## src/rtl/rr_arbiter_8_pkg.sv

```systemverilog
// Shared definitions for the 8-way round-robin arbiter: FSM encoding, default hold limit
// and the rotating-priority winner search.
package rr_arbiter_8_pkg;

  typedef enum logic {
    IDLE  = 1'b0,
    GRANT = 1'b1
  } state_t;

  localparam int HOLD_MAX_DEF = 15;

  // First requester at or after ptr, wrapping modulo 8; returns ptr when req is empty.
  function automatic logic [2:0] rr_pick(input logic [7:0] req, input logic [2:0] ptr);
    logic [2:0] idx;
    logic       found;
    rr_pick = ptr;
    found   = 1'b0;
    for (int i = 0; i < 8; i++) begin
      idx = ptr + 3'(i);
      if (!found && req[idx]) begin
        rr_pick = idx;
        found   = 1'b1;
      end
    end
  endfunction

endpackage

```

## src/rtl/rr_arbiter_8_dec.sv

```systemverilog
// Combinational 3-to-8 one-hot decoder; output is all zeros when en is low.
module dec_3to8 (
  input  logic [2:0] idx,
  input  logic       en,
  output logic [7:0] onehot
);

  always_comb begin
    onehot = '0;
    if (en) onehot[idx] = 1'b1;
  end

endmodule

```

## src/rtl/rr_arbiter_8.sv

```systemverilog
// Round-robin arbiter for 8 requesters; a grant lasts until release, request drop,
// or HOLD_MAX+1 cycles, and every grant is followed by at least one IDLE cycle.
module rr_arbiter_8
  import rr_arbiter_8_pkg::*;
#(
  parameter int HOLD_MAX = HOLD_MAX_DEF,
  parameter int CNT_W    = 4
) (
  input  logic       clk,
  input  logic       rst,
  input  logic [7:0] req,
  input  logic       release_i,
  output logic [7:0] grant,
  output logic [2:0] grant_idx,
  output logic       grant_valid,
  output logic       timeout
);

  state_t           state, state_d;
  logic [2:0]       ptr, ptr_d;
  logic [CNT_W-1:0] hold_cnt, cnt_d;
  logic [2:0]       idx_d;
  logic             timeout_d;
  logic [2:0]       winner;

  assign winner = rr_pick(req, ptr);

  always_ff @(posedge clk) begin
    if (rst) begin
      state     <= IDLE;
      ptr       <= '0;
      hold_cnt  <= '0;
      grant_idx <= '0;
      timeout   <= 1'b0;
    end else begin
      state     <= state_d;
      ptr       <= ptr_d;
      hold_cnt  <= cnt_d;
      grant_idx <= idx_d;
      timeout   <= timeout_d;
    end
  end

  always_comb begin
    state_d   = state;
    ptr_d     = ptr;
    cnt_d     = hold_cnt;
    idx_d     = grant_idx;
    timeout_d = 1'b0;
    case (state)
      IDLE: begin
        if (|req) begin
          state_d = GRANT;
          idx_d   = winner;
          cnt_d   = '0;
          ptr_d   = winner + 3'd1;
        end
      end
      GRANT: begin
        // Voluntary end beats the hold limit, so a release at the limit never pulses timeout.
        if (release_i || !req[grant_idx]) begin
          state_d = IDLE;
        end else if (hold_cnt == CNT_W'(HOLD_MAX)) begin
          state_d   = IDLE;
          timeout_d = 1'b1;
        end else begin
          cnt_d = hold_cnt + CNT_W'(1);
        end
      end
      default: state_d = IDLE;
    endcase
  end

  assign grant_valid = (state == GRANT);

  dec_3to8 u_dec (
    .idx    (grant_idx),
    .en     (grant_valid),
    .onehot (grant)
  );

endmodule

```

## config.mk

```make
export PLATFORM = sky130hd
export DESIGN_NAME = rr_arbiter_8
export DESIGN_NICKNAME = d
export VERILOG_FILES = /design/src/rtl/rr_arbiter_8_pkg.sv /design/src/rtl/rr_arbiter_8_dec.sv /design/src/rtl/rr_arbiter_8.sv
export SDC_FILE = /design/constraint.sdc
export NUM_CORES = 1
export LEC_CHECK = 0
export ABC_AREA = 1
export CAP_MARGIN = 25
export CORE_ASPECT_RATIO = 2
export CORE_MARGIN = 3
export CORE_UTILIZATION = 50
export CTS_CLUSTER_DIAMETER = 50
export CTS_CLUSTER_SIZE = 40
export DETAILED_ROUTE_END_ITERATION = 8
export DONT_BUFFER_PORTS = 1
export PLACE_DENSITY = 0.64
export REMOVE_ABC_BUFFERS = 1
export SLEW_MARGIN = 10
export SYNTH_ARGS = -nofsm -noshare
export SYNTH_HDL_FRONTEND = slang
export SYNTH_SLANG_ARGS = --single-unit
export TNS_END_PERCENT = 30
```

## constraint.sdc

```tcl
create_clock -name clk -period 2.7 [get_ports clk]
set_input_delay 0.675 -clock clk [delete_from_list [all_inputs] [get_ports clk]]
set_output_delay 0.675 -clock clk [all_outputs]
set_load 0.05 [all_outputs]
```

# Yosys cells after proc, flatten, opt, wreduce, memory -nomap -nowiden
# Index checks and enable logic that the tools add are counted.
[word_totals] in_bits=11 regBits=12 out_inout_bits=13 word_cells=94
[op_classes] order_cmp=10 addsub=9 n_bitwise=1 n_eq_ne=4 reduce_logical=21 mux=44
[op_table] cell="3-bit by 4-bit less-than comparator with 1-bit output (second input constant)" count=9
[op_table] cell="1-bit binary-select mux with 3-bit select" count=9
[op_table] cell="1-bit two-way mux" count=21
[op_table] cell="3-bit two-way mux" count=7
[op_table] cell="3-bit adder (second input constant)" count=4
[op_table] cell="4-bit two-way mux" count=3
[op_table] cell="1-bit logical AND" count=8
[op_table] cell="1-bit logical NOT" count=8
[op_table] cell="8-bit two-way mux" count=1
[op_table] cell="4-bit case mux with 2 select lines" count=1
[op_table] cell="8-bit OR reduction" count=1
[op_table] cell="3-bit by 1-bit adder with 3-bit output (second input constant)" count=2
[op_table] cell="3-bit by 2-bit adder with 3-bit output (second input constant)" count=2
[op_table] cell="2-bit != test (second input constant)" count=3
[op_table] cell="4-bit by 1-bit adder with 4-bit output (second input constant)" count=1
[op_table] cell="4-bit == test (second input constant)" count=1
[op_table] cell="1-bit demux with 3-bit select" count=1
[op_table] cell="3-bit by 1-bit >= comparator with 1-bit output (second input constant)" count=1
[op_table] cell="3-bit AND reduction" count=1
[op_table] cell="3-bit OR reduction" count=1
[op_table] cell="1-bit case mux with 2 select lines" count=1
[op_table] cell="2-bit AND reduction" count=1
[op_table] cell="1-bit logical OR" count=1
[op_table] cell="1-bit NOT" count=1

# Depth between registers and ports, before layout
# Gate-level depths: netlist (run 1).
[depth] ltp_word=25 ltp_mapped=22 depth_no_buf=20

# By module
# A second synthesis (run 1) with hierarchy kept.
[unflattened] cells_unflattened=227 hier_area_um2=1357.6
[modules_own_cells] mod="rr_arbiter_8" cells_each=210 seq_area_each_um2=240.2 area_per_inst_um2=1293.7 instances=1
[modules_own_cells] mod="dec_3to8" cells_each=17 seq_area_each_um2=0.0 area_per_inst_um2=63.8 instances=1

# Worst setup path after synthesis (run 1)
# Ideal clock, no wire load.
[synth_timing] kind="reg-to-reg" start="register ptr[0]" end="register ptr[2]" n_path_buf=2 synth_period_minus_slack_ns=2.687 t_arrival_ns=2.572 setup_time_ns=0.115 path_stages_with_launch=22 t_required_ns=2.585 setup_slack_ns=0.013 path_cell_list="dfxtp_1 inv_2 buf_6 ha_1 buf_2 inv_2 nand3_2 nand3_2 nand2_4 nor2_8 nand4_4 nor2_4 nand2_2 a21oi_4 inv_2 nand2_1 nand2_1 ha_1 nand2_1 o21ai_0 a21oi_1 nor2_1"
[synth_via] elab_chain_cells=25 elab_cells_between_ends=52 classes_between="add/sub (8); mux (30); reduce/logical (14)"
[synth_lines] element="from (decl)" line_no="rr_arbiter_8.sv:20" text="logic [2:0] ptr, ptr_d;"
[synth_lines] element="from (signal assigned)" line_no="rr_arbiter_8.sv:37" text="ptr <= ptr_d;"
[synth_lines] element="branches (longest 23 deep; another with 3-bit by 1-bit adder with 3-bit output)"
[synth_lines] element="3-bit two-way mux (*)" line_no="rr_arbiter_8_pkg.sv:20" text="if (!found && req[idx]) begin"
[synth_lines] element="net winner[0]" line_no="rr_arbiter_8.sv:24" text="logic [2:0] winner;"
[synth_lines] element="3-bit by 1-bit adder with 3-bit output (*)" line_no="rr_arbiter_8.sv:56" text="ptr_d = winner + 3'd1;"
# Mark *: on every way through the listed nets, which the timed path passes. The select of a mux whose other input is x is not followed.
# A chain may end at the register's enable or synchronous reset.

# Final worst setup path (run 1)
# Same ends and word-level chain as after synthesis.

==> reports/qor.csv, run 1 <==
stage;metric;value;unit
logic_synthesis;post-synth cell types;35;
floorplan;core area;2770;um2
sta;endpoints failing setup;0;
global_route;global-route wire length before repair;6.86;mm
worst_hold_path;hold depth;1;
logic_synthesis;ys flop type;dfxtp_1;
logic_synthesis;Synth Register Bits;12;
routing;Top Metal Used;met4;
sta;Total Negative Setup Slacks;0;ns
worst_setup_path;RR Endpoint;ptr[2];
floorplan;Initial Util;52.8;%
routing;vias;1601;
placement;HPWL after detailed placement;3.67;mm
placement;number of I/O port buffers;0;
sta;Slew Limit Fails;0;
run;MaxCap Viol Count;0;
clock_network;Clock Latency Late Sink;0.24;ns
clock_network;TritonCTS Buffers;3;
routing;Avg WL per Cell;14.8;um
routing;Vias/cell;5.60;
cells_and_area;most frequent cells in the layout;59 x nand2_1, 33 x nor2_1, 32 x nand3_1;
floorplan;die area;3650;um2
logic_synthesis;cell taking the most area after synthesis;dfxtp_1;
logic_synthesis;Synth area leaders;dfxtp_1 16%, nand2_1 15%, nand3_1 11%, nor2_1 8.5%, nand3_2 6.2%;
sta;final-report hold violation count;0;
worst_hold_path;Worst Hold Path EP;grant_idx[2];
run_status;status;completed;
worst_setup_path;startpoint types;flop;
placement;Placed Cells;282;
clock_network;CTS tree;yes;
logic_synthesis;sequential fraction of the synthesis area;16.4;%
sta;actual slew at the worst max-slew pin;0.481;ns
sta;Post-Route Skew;0.000832;ns
routing;Post-Route M1 WL;1.39;mm
routing;Post-DRT Antenna Nets;0;
placement;Final GP Congestion;0.891;
worst_setup_path;Critical Path Sink Type;flop;
logic_synthesis;synthesized area per cell;6.33;um2
cells_and_area;nets;273;
worst_setup_path;Reg2Reg Setup Slack;0.12;ns
global_route;vias in the first global route;1567;
floorplan;Ports;24;
pwr;P per Cell Area;1320;nW/um2
logic_synthesis;area share of the largest cell type after synthesis;16.4;%
cells_and_area;filler instances;287;
routing;Remaining DRCs;0;
global_route;antenna violations before repair;0;
worst_setup_path;worst path cell trace;buf_4 -> ha_2 -> xnor2_1 -> buf_4 -> nand3_2 -> nand2_4 -> nor2_8 -> nand4_4 -> nor2_4 -> nand2_2 -> a21oi_4 -> inv_2 -> nand2_1 -> nand2_1 -> ha_1 -> nand2_1 -> o21ai_0 -> a21oi_1 -> nor2_1;
routing;met3 routed WL;90;um
logic_synthesis;YS warnings;0;
sta;Fmax;0.387;GHz
sta;relative slew slack;67.9;%
global_route;gr ovfl total;0;
cells_and_area;number of diodes;0;
clock_network;Root Buffer;clkbuf_8;
worst_setup_path;max incr delay on CP;0.33;ns
worst_setup_path;Slowest cell on crit path;dfxtp_1;
worst_setup_path;crit path kind;flop to flop;
logic_synthesis;share of flip-flops with an asynchronous set or reset;0;%
worst_setup_path;Worst Path Required;2.83;ns
logic_synthesis;synthesized area;1460;um2
worst_setup_path;CP dominant cell by count;nand2_1;
routing;Iteration-0 DRC Markers;56;
clock_network;CTS max path bufs;2;
clock_network;hold_buf cts;0;
worst_hold_path;hold path start;rst;
cells_and_area;Layout area overhead;18.4;%
pwr;VDD IR-drop max;613;uV
sta;Tmin final;2.58;ns
global_route;largest net degree at the start of global routing;12;
cells_and_area;Non-Filler Instances;286;
worst_setup_path;reg2reg start;ptr[0];
worst_hold_path;Worst Hold Class;primary input to flop;
clock_network;Reg clk slew, reported paths;0.05;ns
floorplan;die height;82.5;um
logic_synthesis;Syn Inst Count;231;
cells_and_area;most common cell after layout, fill and taps aside;nand2_1;
pwr;leakage;0.815;nW
clock_network;clk sinks;12;
cells_and_area;fraction of layout cells with a size suffix above 1;28.4;%
global_route;gr usage total;25.2;%
sta;final period utilization;95.7;%
sta;RSZ-0062 raised after global routing;false;
routing;First-pass DRT Iterations;4;
clock_network;htree depth;1;
routing;Met2 Wirelength;2.54;mm
worst_setup_path;Crit Path Max Fanout;5;
logic_synthesis;number of synthesized flops with an enable pin;0;
cells_and_area;finished layout cell area;1730;um2
worst_setup_path;crit path DAT;2.72;ns
placement;placed cell area;1650;um2
routing;total wire length;4.24;mm
floorplan;chip width;44.2;um
floorplan;num rows;27;
worst_setup_path;R2R depth;19;
[metrics by stage]
stage / worst slack [ns] / hold WS (ns) / total power, mW / utilization [%]
floorplan: -0.149 / 0.455 / 1.56 / -
global placement: 0.101 / 0.465 / 2.00 / 59.7
detailed placement: 0.00595 / 0.501 / 2.05 / 59.7
CTS: 0.00364 / 0.490 / 2.25 / 61.7
global route: 0.00761 / 0.490 / 2.49 / 62.5
finish: 0.116 / 0.490 / 2.29 / 62.5
[per-layer routing]
metal / vias up / global-route usage (%)
met3: 15 / 2.60
met2: 35 / 51.2
met4: 0 / 14.2
met5: - / 0
met1: 740 / 22.3
li1: 811 / -
[cell families (layout without fill, tap and decap cells)]
family | Yosys count | in the layout | synth area share [%]
buffers and inverters | 27 | 53 | 8.82
AO/OA/AOI/OAI | 27 | 27 | 12.2
flip-flops | 12 | 12 | 16.4
XOR/XNOR | 7 | 7 | 5.74
AND/OR/NAND/NOR | 154 | 154 | 53.4
adder cells (fa/ha/maj) | 4 | 4 | 3.42
[how the worst max path moves through the flow]
stage | from | to | cells past startpoint
3_3_place_gp | ptr[1] | ptr[2] | 18
2_1_floorplan | ptr[0] | ptr[2] | 19
6_report | ptr[0] | ptr[2] | 19
3_5_place_dp | ptr[1] | ptr[2] | 19
5_1_grt | ptr[0] | ptr[2] | 19
4_1_cts | ptr[0] | ptr[2] | 19
[area by class of cell]
class,instances,area [um2],area share [%]
Tap cell,29,36.3,2.10
Sequential cell,12,240,13.9
Timing Repair Buffer,27,203,11.7
Clock buffer,4,55.1,3.18
Multi-Input combinational cell,192,1110,64.2
Inverter,22,85.1,4.92
[state kept, by name, summed over array words and instances (netlist names)]
signal       count
hold_cnt         4
grant_idx        3
ptr              3
grant_valid      1
timeout          1
[synthesized netlist by cell type (2+ instances only)]
master    instances
a21oi_1           4
buf_6             3
dfxtp_1          12
ha_1              4
inv_1            15
inv_2             7
nand2_1          59
nand2_2           8
nand2_4           4
nand3_1          32
nand3_2           9
nand4_1           2
nor2_1           33
nor4_1            2
o211ai_1          2
o21ai_0           9
o21ai_1           3
o21ai_2           2
o32ai_1           2
xnor2_1           2
xor2_1            2
xor2_2            2
[worst max-delay path, delay by kind of cell (launching register included)]
kind	cells	cell delay [ns]
and+or+nand+nor	10	0.87
adders and majority gates	2	0.43
buffers and inverters	3	0.38
DFF	1	0.33
AOI/OAI and AO/OA	3	0.33
xor gates and xnor gates	1	0.13
[where the power goes]
group | internal [mW] | leakage, nW | switching [mW]
registers | 0.214 | 0.0985 | 0.0209
logic | 0.664 | 0.688 | 1.20
clock network | 0.129 | 0.0288 | 0.0662
[what timing repair did]
action | in CTS | in global routing
gates resized for setup | 0 | 6
setup buffers | 0 | 0
endpoints found under the setup margin | 0 | 2
Note: power is estimated with default switching activity, not from simulation.
==> run 2, diff against run 1 <==
--- a/config.mk
+++ b/config.mk
@@ -7,13 +7,13 @@
 export LEC_CHECK = 0
 export ABC_AREA = 1
 export CAP_MARGIN = 25
-export CORE_ASPECT_RATIO = 2
 export CORE_MARGIN = 3
 export CORE_UTILIZATION = 50
 export CTS_CLUSTER_DIAMETER = 50
 export CTS_CLUSTER_SIZE = 40
 export DETAILED_ROUTE_END_ITERATION = 8
 export DONT_BUFFER_PORTS = 1
+export MAX_ROUTING_LAYER = met4
 export PLACE_DENSITY = 0.64
 export REMOVE_ABC_BUFFERS = 1
 export SLEW_MARGIN = 10
==> reports/qor.csv, run 2 (synthesis results as in run 1) <==
stage;metric;value;unit
floorplan;num rows;18;
cells_and_area;biggest regs;hold_cnt: 4 flops, grant_idx: 3 flops, ptr: 3 flops;
clock_network;clk sinks;12;
clock_network;htree depth;1;
sta;RSZ-0062 raised after global routing;false;
worst_setup_path;worst path cell trace;inv_2 -> ha_4 -> inv_4 -> nand3_2 -> nand3_2 -> nand2_4 -> nor2_8 -> nand4_4 -> nor2_4 -> nand2_2 -> a21oi_4 -> inv_2 -> o21ai_2 -> inv_2 -> a21boi_2 -> ha_2 -> buf_4 -> nand3_1 -> nand2_1 -> nor2_1;
worst_setup_path;CP dominant cell by count;inv_2;
clock_network;CTS max path bufs;2;
cells_and_area;fraction of layout cells with a size suffix above 1;30.4;%
cells_and_area;max FFs per register;4;
worst_setup_path;Reg2Reg Setup Slack;0.15;ns
worst_hold_path;Worst Hold Class;primary input to flop;
clock_network;Root Buffer;clkbuf_4;
run_status;status;completed;
worst_setup_path;Crit Path Max Fanout;6;
routing;Iteration-0 DRC Markers;76;
worst_setup_path;CP delay by family, top;simple AND/OR/NAND/NOR gates;
routing;Avg WL per Cell;14.0;um
clock_network;TritonCTS Buffers;3;
cells_and_area;most frequent cells in the layout;57 x nand2_1, 33 x nor2_1, 30 x nand3_1;
sta;final-report hold violation count;0;
cells_and_area;most common cell after layout, fill and taps aside;nand2_1;
worst_hold_path;Worst Hold Path EP;grant_idx[2];
sta;final period utilization;94.3;%
worst_setup_path;crit path kind;flop to flop;
routing;total wire length;3.96;mm
worst_setup_path;Worst Path Required;2.88;ns
sta;Total Negative Setup Slacks;0;ns
cells_and_area;nets;269;
sta;relative slew slack;68.3;%
worst_setup_path;max incr delay on CP;0.35;ns
worst_setup_path;crit path buf inv count;5;
worst_setup_path;crit path DAT;2.72;ns
worst_setup_path;startpoint types;flop;
pwr;leakage;0.793;nW
cells_and_area;Final Util;66.1;%
placement;number of I/O port buffers;0;
sta;actual slew at the worst max-slew pin;0.474;ns
cells_and_area;Layout area overhead;19.2;%
cells_and_area;largest reg by FF count;hold_cnt;
global_route;gr usage total;24.4;%
worst_setup_path;R2R depth;20;
placement;HPWL after detailed placement;3.22;mm
routing;Remaining DRCs;0;
sta;Tmin final;2.55;ns
cells_and_area;filler instances;246;
clock_network;hold_buf cts;0;
floorplan;chip width;60.1;um
global_route;antenna violations before repair;0;
sta;Post-Route Skew;0.00787;ns
floorplan;Ports;24;
worst_setup_path;Slowest cell on crit path;dfxtp_1;
floorplan;die height;60.1;um
floorplan;die area;3610;um2
pwr;Pwr Total;2.29;mW
worst_setup_path;Critical Path Sink Type;flop;
global_route;largest net degree at the start of global routing;12;
cells_and_area;number of diodes;0;
clock_network;Clock Latency Late Sink;0.28;ns
run;MaxCap Viol Count;0;
worst_setup_path;reg2reg start;ptr[0];
global_route;global-route wire length before repair;6.48;mm
sta;Fmax;0.393;GHz
worst_hold_path;hold depth;1;
routing;First-pass DRT Iterations;4;
sta;endpoints failing setup;0;
worst_setup_path;RR Endpoint;ptr[2];
floorplan;Initial Util;55.5;%
placement;Final GP Congestion;0.950;
pwr;P per Cell Area;1310;nW/um2
pwr;VDD IR-drop max;921;uV
routing;Vias/cell;5.35;
global_route;gr ovfl total;0;
clock_network;Reg clk slew, reported paths;0.08;ns
clock_network;CTS tree;yes;
routing;vias;1513;
global_route;vias in the first global route;1483;
worst_hold_path;hold path start;rst;
floorplan;core area;2640;um2
routing;Post-DRT Antenna Nets;0;
sta;Slew Limit Fails;0;
==> run 2: metal layers <==
metal	wire length [um]	vias up	track usage [%]	share of wire [%]
li1	-	802	-	-
met1	1710	659	29.1	43
met2	2000	44	42.1	50
met3	182	8	3.24	4.6
met4	70	0	7.59	1.8
met5	0	-	-	0
==> run 2: worst max-delay path by stage <==
stage                      start  endpoint  slack (ns)  depth (start not counted)
after global placement    ptr[0]    ptr[1]        0.16                         18
after CTS                 ptr[0]    ptr[2]        0.05                         20
final                     ptr[0]    ptr[2]        0.15                         20
after global routing      ptr[0]    ptr[2]       0.001                         20
after floorplan           ptr[0]    ptr[2]       -0.15                         19
after detailed placement  ptr[0]    ptr[2]        0.06                         19
==> run 2: area by class of cell <==
cell class / instances / area, um2 / area share (%)
flip-flops and latches: 12 / 241 / 13.9
repair buffers: 23 / 176 / 10.1
well taps: 30 / 37.5 / 2.16
inverters: 22 / 85.1 / 4.89
clock buffers: 4 / 36.3 / 2.08
multi-input cells: 192 / 1160 / 66.9
==> run 2: power by group <==
| part | total [mW] | switching (mW) | internal, mW |
|---|---|---|---|
| Sequential | 0.257 | 0.0424 | 0.215 |
| Combinational | 1.89 | 1.19 | 0.696 |
| Clock | 0.145 | 0.0632 | 0.0820 |
| Total | 2.29 | 1.30 | 0.993 |
==> run 2: metrics by stage <==
| stage | setup WS [ns] | hold WS, ns | std cells | instance area (um2) |
|---|---|---|---|---|
| 2_1_floorplan | -0.149 | 0.455 | 226 | 1420 |
| 3_3_place_gp | 0.164 | 0.470 | 278 | 1620 |
| 3_5_place_dp | 0.0633 | 0.503 | 278 | 1620 |
| 4_1_cts | 0.0454 | 0.447 | 282 | 1650 |
| 5_1_grt | 0.00144 | 0.442 | 283 | 1740 |
| 6_report | 0.155 | 0.453 | 283 | 1740 |
==> run 2: worst reg2reg max path, delay by kind of cell (launching register included) <==
kind	cells	cell delay (ns)
buffers and inverters	5	0.38
adder cells (fa/ha/maj)	2	0.46
AND/OR/NAND/NOR	10	0.91
AO/OA/AOI/OAI	3	0.34
flip-flops	1	0.35
==> run 2: what timing repair did <==
item | in CTS | in global routing
endpoints found under the setup margin | 0 | 2
hold endpoints to repair | 0 | 0
buffers inserted | 0 | 1
gates resized for setup | 0 | 17
==> run 3, diff against run 2 <==
--- a/config.mk
+++ b/config.mk
@@ -14,7 +14,7 @@
 export DETAILED_ROUTE_END_ITERATION = 8
 export DONT_BUFFER_PORTS = 1
 export MAX_ROUTING_LAYER = met4
-export PLACE_DENSITY = 0.64
+export PLACE_DENSITY = 0.61
 export REMOVE_ABC_BUFFERS = 1
 export SLEW_MARGIN = 10
 export SYNTH_ARGS = -nofsm -noshare
==> constraint.sdc (replaced) <==
create_clock -name clk -period 2.95 [get_ports clk]
set_input_delay 0.7375 -clock clk [delete_from_list [all_inputs] [get_ports clk]]
set_output_delay 0.7375 -clock clk [all_outputs]
set_load 0.05 [all_outputs]
==> reports/qor.csv, run 3 (synthesis results as in run 1) <==
stage;metric;value;unit
cells_and_area;finished layout cell area;1640;um2
pwr;leakage;0.756;nW
pwr;clock power share;6.9;%
routing;First-pass DRT Iterations;4;
pwr;Pint;0.798;mW
global_route;gr ovfl total;0;
sta;final period utilization;89.5;%
run;MaxCap Viol Count;0;
global_route;largest net degree at the start of global routing;12;
pwr;switching pwr;1.12;mW
worst_setup_path;Worst Path Required;3.13;ns
cells_and_area;number of diodes;0;
worst_setup_path;Slowest cell on crit path;dfxtp_1;
sta;Total Negative Setup Slacks;0;ns
placement;placed cell area;1580;um2
worst_setup_path;Reg2Reg Setup Slack;0.31;ns
pwr;P per Cell Area;1170;nW/um2
placement;number of I/O port buffers;0;
cells_and_area;largest reg by FF count;hold_cnt;
clock_network;Root Buffer;clkbuf_4;
sta;Post-Route Skew;0.00609;ns
floorplan;Ports;24;
sta;Fmax;0.379;GHz
clock_network;Clock Latency Late Sink;0.27;ns
routing;Avg WL per Cell;13.5;um
placement;HPWL after detailed placement;3.14;mm
global_route;antenna violations before repair;0;
sta;actual slew at the worst max-slew pin;0.611;ns
worst_setup_path;startpoint types;flop;
cells_and_area;most common cell after layout, fill and taps aside;nand2_1;
floorplan;chip width;60.1;um
floorplan;Initial Util;55.5;%
global_route;global-route wire length before repair;6.27;mm
clock_network;htree depth;1;
worst_setup_path;max incr delay on CP;0.35;ns
clock_network;hold_buf cts;0;
floorplan;core area;2640;um2
run_status;status;completed;
floorplan;num rows;18;
routing;total wire length;3.73;mm
sta;Tmin final;2.64;ns
cells_and_area;Non-Filler Instances;277;
global_route;gr usage total;23.1;%
clock_network;CTS tree;yes;
worst_setup_path;crit path DAT;2.82;ns
clock_network;Reg clk slew, reported paths;0.08;ns
worst_setup_path;CP dominant cell by count;nand2_1;
pwr;VDD IR-drop max;872;uV
cells_and_area;Layout area overhead;12.2;%
cells_and_area;Seq. cell area;240;um2
sta;endpoints failing setup;0;
worst_setup_path;Crit Path Max Fanout;8;
cells_and_area;fraction of layout cells with a size suffix above 1;25.5;%
routing;Iteration-0 DRC Markers;63;
pwr;sw frac;58.3;%
sta;RSZ-0062 raised after global routing;false;
worst_setup_path;worst path cell trace;inv_2 -> ha_2 -> inv_2 -> nand3_1 -> nand2_1 -> nand2_1 -> nand2_1 -> nand4_4 -> nor2_4 -> nand2_2 -> a21oi_4 -> inv_2 -> nand2_1 -> nand2_1 -> ha_1 -> nand2_1 -> o21ai_0 -> a21oi_1 -> nor2_1;
cells_and_area;Multi-input gate area;1120;um2
pwr;sequential share of power;12.8;%
worst_setup_path;crit path kind;flop to flop;
cells_and_area;filler instances;251;
sta;final-report hold violation count;0;
cells_and_area;biggest regs;hold_cnt: 4 flops, grant_idx: 3 flops, ptr: 3 flops;
clock_network;TritonCTS Buffers;3;
routing;Remaining DRCs;0;
floorplan;die area;3610;um2
sta;Slew Limit Fails;0;
cells_and_area;nets;263;
sta;relative slew slack;59.2;%
clock_network;CTS max path bufs;2;
clock_network;clk sinks;12;
routing;Post-DRT Antenna Nets;0;
cells_and_area;most frequent cells in the layout;59 x nand2_1, 33 x nor2_1, 32 x nand3_1;
worst_setup_path;Critical Path Sink Type;flop;
routing;vias;1526;
floorplan;die height;60.1;um
placement;Placed Cells;273;
placement;Final GP Congestion;0.941;
routing;Vias/cell;5.51;
cells_and_area;max FFs per register;4;
pwr;Comb power frac;80.4;%
global_route;vias in the first global route;1470;
worst_hold_path;Worst Hold Class;flop to flop;
## run 3: changes by cell type in the layout (fill, tap and decap cells not counted), sizes merged
cell and change:
buf -6
## run 3: cell type report
type | count | share of cell area [%]
tap | 30 | 2.29
timing repair buffer | 17 | 7.78
sequential | 12 | 14.6
clock buffer | 4 | 2.21
inverter | 22 | 5.03
multi-input combinational | 192 | 68.0
## run 3: critical path, delay by kind of cell (launching register included)
family | cells | cell delay (ns)
buf+inv | 3 | 0.23
flops | 1 | 0.35
fa+ha+maj | 2 | 0.56
simple gates | 11 | 1.05
compound gates | 3 | 0.33
## run 3: path summary, 6_finish.rpt
| path | start | end | cells past startpoint |
|---|---|---|---|
| setup / recovery | ptr[0] | ptr[2] | 19 |
| hold / removal | hold_cnt[1] | hold_cnt[1] | 2 |
| setup reg to reg | ptr[0] | ptr[2] | 19 |
| hold reg to reg | hold_cnt[1] | hold_cnt[1] | 2 |
## run 3: repair_timing
item                                    in CTS  in global routing
buffers inserted                             0                  0
endpoints found under the setup margin       0                  2
hold endpoints to repair                     0                  0
gates resized for setup                      0                  4
## run 3: power by group through the flow
stage	Clock, mW	Combinational [mW]	Sequential (mW)
3_3_place_gp	0	1.47	0.244
3_5_place_dp	0	1.50	0.245
5_1_grt	0.137	1.72	0.249
6_report	0.132	1.54	0.244
2_1_floorplan	0	1.13	0.300
4_1_cts	0.132	1.51	0.241
## run 3: metrics by stage
step	util [%]	setup slack [ns]	hold slack [ns]	power (mW)
global placement	60.0	0.176	0.470	1.71
CTS	61.3	0.148	0.488	1.88
detailed placement	60.0	0.160	0.482	1.74
global route	62.3	0.0196	0.512	2.11
floorplan	-	0.101	0.455	1.43
finish	62.3	0.309	0.488	1.91
## run 3: layer usage
layer  up-vias  part of all wire [%]  track usage (%)
li1        790                     -                -
met1       687                    45             28.5
met2        39                    49             39.2
met3        10                   3.5             2.81
met4         0                   2.5             6.65
met5         -                     0                -
